### src/rtl/load_count_arbiter.sv
// load_count_arbiter
//   Grants a shared 4-bit loadable up-counter to one of two requesters. The
//   winner's start value is loaded into the counter. The slot then runs until
//   the counter reaches TERM, and a one-cycle done pulse closes it. When both
//   requesters ask at once, the one that was not served last wins. After reset,
//   requester 0 has priority.
//
// Ports
//   clk        single clock, rising edge
//   reset      asynchronous, active-low reset
//   req0/req1  slot requests
//   data0/1    start values, sampled only at the grant edge
//   gnt0/gnt1  requester owns the counter (LOAD and RUN)
//   done0/1    one-cycle slot-complete pulse
//   cnt_load   load strobe to the external counter
//   cnt_data   load value; holds the last granted start value
//   cnt_count  current counter value
//   busy       high whenever the FSM is not in IDLE
//
// state | meaning
// IDLE  | waiting for a request; arbitrates on every edge
// LOAD  | cnt_load asserted for one cycle, counter takes cnt_data
// RUN   | counting; leaves when cnt_count equals TERM at an edge
// DONE  | done pulse for the winner, grants already dropped

module load_count_arbiter #(
   parameter logic [3:0] TERM = 4'd15
) (
   input  logic       clk,
   input  logic       reset,
   input  logic       req0,
   input  logic [3:0] data0,
   input  logic       req1,
   input  logic [3:0] data1,
   output logic       gnt0,
   output logic       gnt1,
   output logic       done0,
   output logic       done1,
   output logic       cnt_load,
   output logic [3:0] cnt_data,
   input  logic [3:0] cnt_count,
   output logic       busy
);

   typedef enum logic [1:0] {
      IDLE = 2'd0,
      LOAD = 2'd1,
      RUN  = 2'd2,
      DONE = 2'd3
   } state_t;

   state_t state;
   logic   last_srv;   // 1: requester 1 was served last
   logic   pick1;

   // Requester 1 wins when it is alone, or when both ask and 0 was served last.
   assign pick1 = req1 & (~req0 | ~last_srv);

   always_ff @(posedge clk or negedge reset) begin
      if (!reset) begin
         state    <= IDLE;
         gnt0     <= 1'b0;
         gnt1     <= 1'b0;
         done0    <= 1'b0;
         done1    <= 1'b0;
         cnt_load <= 1'b0;
         cnt_data <= 4'd0;
         busy     <= 1'b0;
         last_srv <= 1'b1;
      end else begin
         cnt_load <= 1'b0;
         done0    <= 1'b0;
         done1    <= 1'b0;
         case (state)
            IDLE: begin
               if (req0 || req1) begin
                  state    <= LOAD;
                  gnt0     <= ~pick1;
                  gnt1     <= pick1;
                  cnt_data <= pick1 ? data1 : data0;
                  cnt_load <= 1'b1;
                  busy     <= 1'b1;
               end
            end
            LOAD: begin
               state <= RUN;
            end
            RUN: begin
               if (cnt_count == TERM) begin
                  state    <= DONE;
                  gnt0     <= 1'b0;
                  gnt1     <= 1'b0;
                  done0    <= gnt0;
                  done1    <= gnt1;
                  last_srv <= gnt1;
               end
            end
            DONE: begin
               state <= IDLE;
               busy  <= 1'b0;
            end
            default: begin
               state <= IDLE;
               gnt0  <= 1'b0;
               gnt1  <= 1'b0;
               busy  <= 1'b0;
            end
         endcase
      end
   end

endmodule

### config.mk
export PLATFORM = sky130hd
export DESIGN_NAME = load_count_arbiter
export DESIGN_NICKNAME = d
export VERILOG_FILES = /design/src/rtl/load_count_arbiter.sv
export SDC_FILE = /design/constraint.sdc
export NUM_CORES = 1
export LEC_CHECK = 0
export CAP_MARGIN = 0
export CORE_UTILIZATION = 44
export DETAILED_ROUTE_END_ITERATION = 10
export GPL_TIMING_DRIVEN = 0
export MAX_ROUTING_LAYER = met4
export PLACE_DENSITY = 0.79
export SKIP_LAST_GASP = 1
export SYNTH_ARGS = -nofsm -noshare
export SYNTH_HDL_FRONTEND = slang
export SYNTH_SLANG_ARGS = --single-unit
export TNS_END_PERCENT = 10
### constraint.sdc
create_clock -name clk -period 4.91 [get_ports clk]
set_input_delay 0.7365 -clock clk [delete_from_list [all_inputs] [get_ports clk]]
set_output_delay 0.7365 -clock clk [all_outputs]
set_load 0.05 [all_outputs]
==> results.md, run 1 <==
- Library cell occupying the most area in the post-synthesis netlist: dfrtp_1
- Global-route wire length before repair: 1840 µm
- Worst Hold Class: reg -> reg
- Overall fraction of global-route tracks in use: 17.7%
- Number of buffer and inverter instances along the worst setup path: 1
- Cell Pwr Density: between 600 and 700 nW/µm²
- Number of setup violations in the final report: 0
- Final Hold Vio Count: 0
- Count of vias placed by the detailed router: approximately 520
- Worst Setup End Kind: output port
- Delay of the slowest cell on the worst path: 0.81 ns
- RSZ-0062 raised after global routing: no
- Synthesized Nets: 77
- Final routed wire length divided by cell count: 11.6 µm
- Worst slew margin: around three fifths
- Post-DP Area: 908 µm²
- Maximum clock skew at final layout: 0.000701 ns
- CTS Hold Bufs: 0
- Cell family with most CP delay: buffers and inverters
- Post-route ant nets: 0
- Antenna Cells: 0
- Count of port buffers added during placement: 25
- X dimension of the die: around 40 µm
- Required time worst endpoint: ~4.2 ns
- Sequential-to-total area share from yosys stat: between 50 and 60%
- Top cells by area in the synthesized netlist: dfrtp_1 47%, ha_1 7.8%, mux2i_1 6.3%
- Antenna violations before repair: 0
- Skew-Pair Late Insertion Delay: 0.27 ns
- CP max-delay cell: clkdlybuf4s50_1
- Cell Area, Synth: 639 µm²
- Bufs on Longest Clock Path: 2
- Effective utilization at floorplan: 47.9%
- Achievable frequency: 0.454 GHz
- Number of DRC markers after the initial detailed-route iteration: 3
- Seq. cell area: between 300 and 400 µm²
- Layout overhead on the synthesized area: 46.4%
- Startpoint-to-endpoint class of the critical path: reg -> out
- Sink count of the clock tree: 13
- Finished layout cell area: 936 µm²
- Die Area: 1610 µm²
- Fin nets: 107
- Synth Warn #: 0
- Placeable Area: 1330 µm²
- Clock tree root buffer cell: clkbuf_4
- Clock tree from TritonCTS: built
- Footprint of the multi-input gates: 279 µm²
- Post-synthesis instance total: 57
- Detailed-placement wirelength estimate: 965 µm
- Worst voltage drop across the vdd grid: roughly 0.37 mV
- H-Tree Level Count: 1
- Proportion of register bits with asynchronous set or reset after synthesis: 100%
- Share of final-layout standard cells stronger than drive strength 1: between 10% and 20%
- Routability cong.: 0.722
- # DRC: 0
- Number of enable-type register cells in the synthesized netlist: 0
- Total congestion overflow: 0
- Worst-path clk slew: 0.08 ns
- Maximum number of pins on one net before global-route repair: 14
- Run status: finished clean
- Commonest register cell after synthesis: dfrtp_1
- TritonRoute pass-1 iters: 4
- Final cycle utilization of the critical path: 44.9%
- Number of unique standard cell types used by synthesis: 24
- Count of pins on the block boundary: 26
- Transition at the pin with the smallest max-transition slack: 0.579 ns
- Leakage power figure: between 0.0004 and 0.0005 µW
- Synth top cells by count: 12 x dfrtp_1, 6 x inv_1, 6 x nand2_1, 6 x o21ai_0
- Share of Yosys cell area claimed by the top area cell type: 47.0%
- Per-instance average area after synthesis: 11.2 µm²
- Post-Route WL: 1170 µm
- Via density per instance: slightly above 5
- Final critical path time including I/O delays and setup: between 2 and 2.5 ns
- Element type at the critical path start: flip-flop
- Library cell with the highest instance count after synthesis: dfrtp_1
- Filler Cells Inserted: 102
- Max-cap violations: 0
- Fin Hold WS: 0.492 ns
- Data arrival, critical path: 1.47 ns
- Ordered cell list for the critical path: clkdlybuf4s50_1
- Count of instances resized after the clock tree is built: 0
- Final Max Slew Viols: 0
- Number of buffers added by the clock tree synthesis step: 3
- Std cell rows: 13
- Height of the chip: 40.1 µm
- Number of setup buffers added after CTS: 0
- Peak fanout along the critical path: 3
- Synth Register Bits: 13
- Vias in the first global route: 469
- Total negative slack for setup checks: 0 ns
## power breakdown
| group | internal, µW | switching [µW] |
|---|---|---|
| clock | 30.1 | 36.6 |
| sequential | 154 | 26.7 |
| combinational | 131 | 200 |
| total | 316 | 263 |
## worst paths after layout
| check | startpoint | endpoint | slack, ns | cells after the start |
|---|---|---|---|---|
| worst max-delay path | gnt1 | gnt1 | 2.71 | 1 |
| worst max register to register | state[0] | state[1] | 3.19 | 5 |
| max in group asynchronous | reset | last_srv | 3.71 | 1 |
| min in group asynchronous | reset | busy | 0.83 | 1 |
| worst min-delay path | cnt_data[0] | cnt_data[0] | 0.49 | 2 |
| worst min register to register | cnt_data[0] | cnt_data[0] | 0.49 | 2 |
## layout by cell type, fill, tap and decap left out, drive strengths merged, types with 2 or more instances in the layout
master / Yosys / layout
dfrtp: 12 / 12
inv: 6 / 6
clkbuf: 0 / 3
nand2: 6 / 6
mux2: 2 / 2
o21ai: 7 / 7
o22ai: 2 / 2
clkdlybuf4s50: 0 / 25
ha: 4 / 4
mux2i: 4 / 4
## area by class of cell
type | count | share of cell area [%]
Sequential cell | 13 | 34.9
Multi-Input combinational cell | 37 | 29.8
Timing Repair Buffer | 25 | 26.7
Clock buffer | 3 | 2.41
Inverter | 6 | 2.41
Tap cell | 15 | 2.01
Buffer | 1 | 1.20
Clock inverter | 1 | 0.535
## routing by layer
| metal | vias to the layer above | track usage (%) | wire length [µm] |
|---|---|---|---|
| met5 | - | - | 0 |
| li1 | 262 | - | - |
| met4 | 0 | 5.17 | 0 |
| met3 | 0 | 3.33 | 41 |
| met2 | 9 | 28.6 | 576 |
| met1 | 248 | 22.3 | 556 |
## metrics by stage
step,setup WS (ns),std cells,total power (µW),utilization (%)
final,2.71,101,579,70.2
after global routing,2.68,101,617,70.2
after global placement,2.69,97,509,68.1
after detailed placement,2.70,97,517,68.1
after CTS,2.70,101,583,70.2
after floorplan,3.33,57,412,-
## flip-flops by register name, indices dropped and copies added (netlist names)
register	flops
gnt1	1
gnt0	1
done1	1
cnt_data	4
done0	1
busy	1
cnt_load	1
last_srv	1
state	2
## logic make-up after synthesis
kind of cell / Yosys count / share of synthesized area [%]
buffers and inverters: 7 / 5.28
muxes: 6 / 9.78
adders and majority gates: 4 / 7.83
and+or+nand+nor: 12 / 9.59
AOI/OAI and AO/OA: 15 / 16.4
DFF: 13 / 51.1
No activity file was read; power rests on OpenSTA's default activity.
==> run 2, diff against run 1 <==
Settings changed: CORE_UTILIZATION 44 to 41, PLACE_DENSITY 0.79 to 0.74.
Clock period 4.91 ns to 2.25 ns, I/O delays scaled along.
==> run 2 against run 1 <==
  * Non-clock buffer count unchanged
  * Final area decreased by 0.13%
  * Die area increased by 6.9%
  * Cell count unchanged
  * Worst setup slack got worse by 2.3 ns
  * Register-to-register slack got worse by 2.8 ns
  * Critical endpoint unchanged
  * Largest power group unchanged
==> results.md, run 2 (synthesized netlist as in run 1, its figures left out) <==
- Run status: finished clean
- Share of final-layout standard cells stronger than drive strength 1: 10.5%
- Delay of the slowest cell on the worst path: 0.81 ns
- Routability cong.: 0.717
- Die Area: between 1500 and 2000 µm²
- Number of DRC markers after the initial detailed-route iteration: 5
- Post-DP Area: 908 µm²
- Largest register by flop count: cnt_data
- Height of the chip: approximately 41 µm
- Data arrival, critical path: roughly 1.5 ns
- Antenna violations before repair: 0
- Clock tree from TritonCTS: built
- Worst-path clk slew: 0.08 ns
- Dpl cells: 97
- Count of vias placed by the detailed router: 528
- Leakage power figure: 0.000436 µW
- Worst voltage drop across the vdd grid: roughly 0.79 mV
- Non-filler cells in the finished layout: 101
- Sink count of the clock tree: 13
- Ordered cell list for the critical path: clkdlybuf4s50_1
- Achievable frequency: ~0.55 GHz
- Via density per instance: 5.23
- Max-cap violations: 0
- Element type at the critical path start: flip-flop
- Transition at the pin with the smallest max-transition slack: 0.580 ns
- Layout overhead on the synthesized area: 46.2%
- Seq. cell area: 327 µm²
- Cell Pwr Density: 1360 nW/µm²
- Finished layout cell area: 935 µm²
- Final routed wire length divided by cell count: around 13 µm
- Registers with the most flip-flops: cnt_data x4, state x2
- Setup slack at placement: 0.410 ns
- Std cell rows: 13
- Detailed-placement wirelength estimate: 1010 µm
- Flip-flop count of the largest register after layout: 4
- CTS Hold Bufs: 0
- Footprint of the multi-input gates: between 200 and 300 µm²
- Final Hold Vio Count: 0
- Final cycle utilization of the critical path: between 80 and 90%
- Global-route wire length before repair: 2460 µm
- Count of instances resized after the clock tree is built: 0
- Fin nets: 107
- Maximum clock skew at final layout: 0.00163 ns
- TritonRoute pass-1 iters: 4
- Startpoint-to-endpoint class of the critical path: reg -> out
- Maximum number of pins on one net before global-route repair: 14
- Post-Route WL: about 1300 µm
- Overall fraction of global-route tracks in use: 19.4%
- Worst Hold Class: in -> async
- Commonest non-fill, non-tap cell in the layout: clkdlybuf4s50_1
- Total congestion overflow: 0
- Clock tree root buffer cell: clkbuf_4
- Antenna Cells: 0
- Number of buffer and inverter instances along the worst setup path: 1
- Final Max Slew Viols: 0
- Worst slew margin: 61.1%
- Bufs on Longest Clock Path: 2
- Power, Total: between 1000 and 1500 µW
- Number of setup violations in the final report: 0
- Peak fanout along the critical path: 3
- RSZ-0062 raised after global routing: no
- Post-route ant nets: 0
- X dimension of the die: around 41 µm
- Total negative slack for setup checks: 0 ns
- Final critical path time including I/O delays and setup: between 1.5 and 2 ns
- Vias in the first global route: between 500 and 600
- CP max-delay cell: clkdlybuf4s50_1
- Cell family with most CP delay: buffers and inverters
- Number of buffers added by the clock tree synthesis step: 3
- Effective utilization at floorplan: between 40 and 50%
- Number of setup buffers added after CTS: 0
- Top library cells by usage in the layout, fill and taps aside: 25 x clkdlybuf4s50_1, 12 x dfrtp_1, 6 x inv_1, 6 x nand2_1, 6 x o21ai_0
- Skew-Pair Late Insertion Delay: 0.27 ns
- Count of pins on the block boundary: 26
- Required time worst endpoint: ~1.9 ns
- Final setup slack of the worst path: 0.439 ns
- Placeable Area: around 1400 µm²
- Worst Setup End Kind: output port
- # DRC: 0
- Filler Cells Inserted: about 110
- H-Tree Level Count: 1
- Count of port buffers added during placement: 25
-- run 2: routing by layer --
| layer | vias to the layer above | global-route usage [%] | part of all wire [%] |
|---|---|---|---|
| li1 | 257 | - | - |
| met4 | 0 | 9.68 | 1.2 |
| met5 | - | - | 0 |
| met1 | 257 | 25.9 | 45 |
| met3 | 2 | 3.91 | 3.0 |
| met2 | 12 | 28.1 | 50 |
-- run 2: worst paths after layout --
check                       startpoint          end  slack [ns]  cells past startpoint
max reg2reg                   state[0]     state[1]        0.44                      5
max in group asynchronous        reset     last_srv        1.46                      1
min reg2reg                cnt_data[2]  cnt_data[2]        0.49                      2
min                              reset         gnt0        0.42                      1
max                               gnt1         gnt1        0.44                      1
min in group clk           cnt_data[2]  cnt_data[2]        0.49                      2
-- run 2: through the flow --
step / hold slack [ns] / util [%]
6_report: 0.419 / 67.6
2_1_floorplan: 0.0419 / -
4_1_cts: 0.431 / 67.6
5_1_grt: 0.479 / 67.6
3_3_place_gp: 0.465 / 65.7
3_5_place_dp: 0.471 / 65.7
-- run 2: final cells by class --
class                   count  area share [%]
well taps                  15            2.01
flip-flops and latches     13            34.9
repair buffers             25            26.8
multi-input cells          37            29.9
clock buffers               4            2.81
plain buffers               1            1.20
inverters                   6            2.41
-- run 2: power breakdown --
| group | leakage, µW | switching [µW] | internal [µW] |
|---|---|---|---|
| Combinational | 0.000260 | 443 | 288 |
| Clock | 0.0000150 | 77.0 | 68.7 |
| Sequential | 0.000161 | 59.0 | 337 |
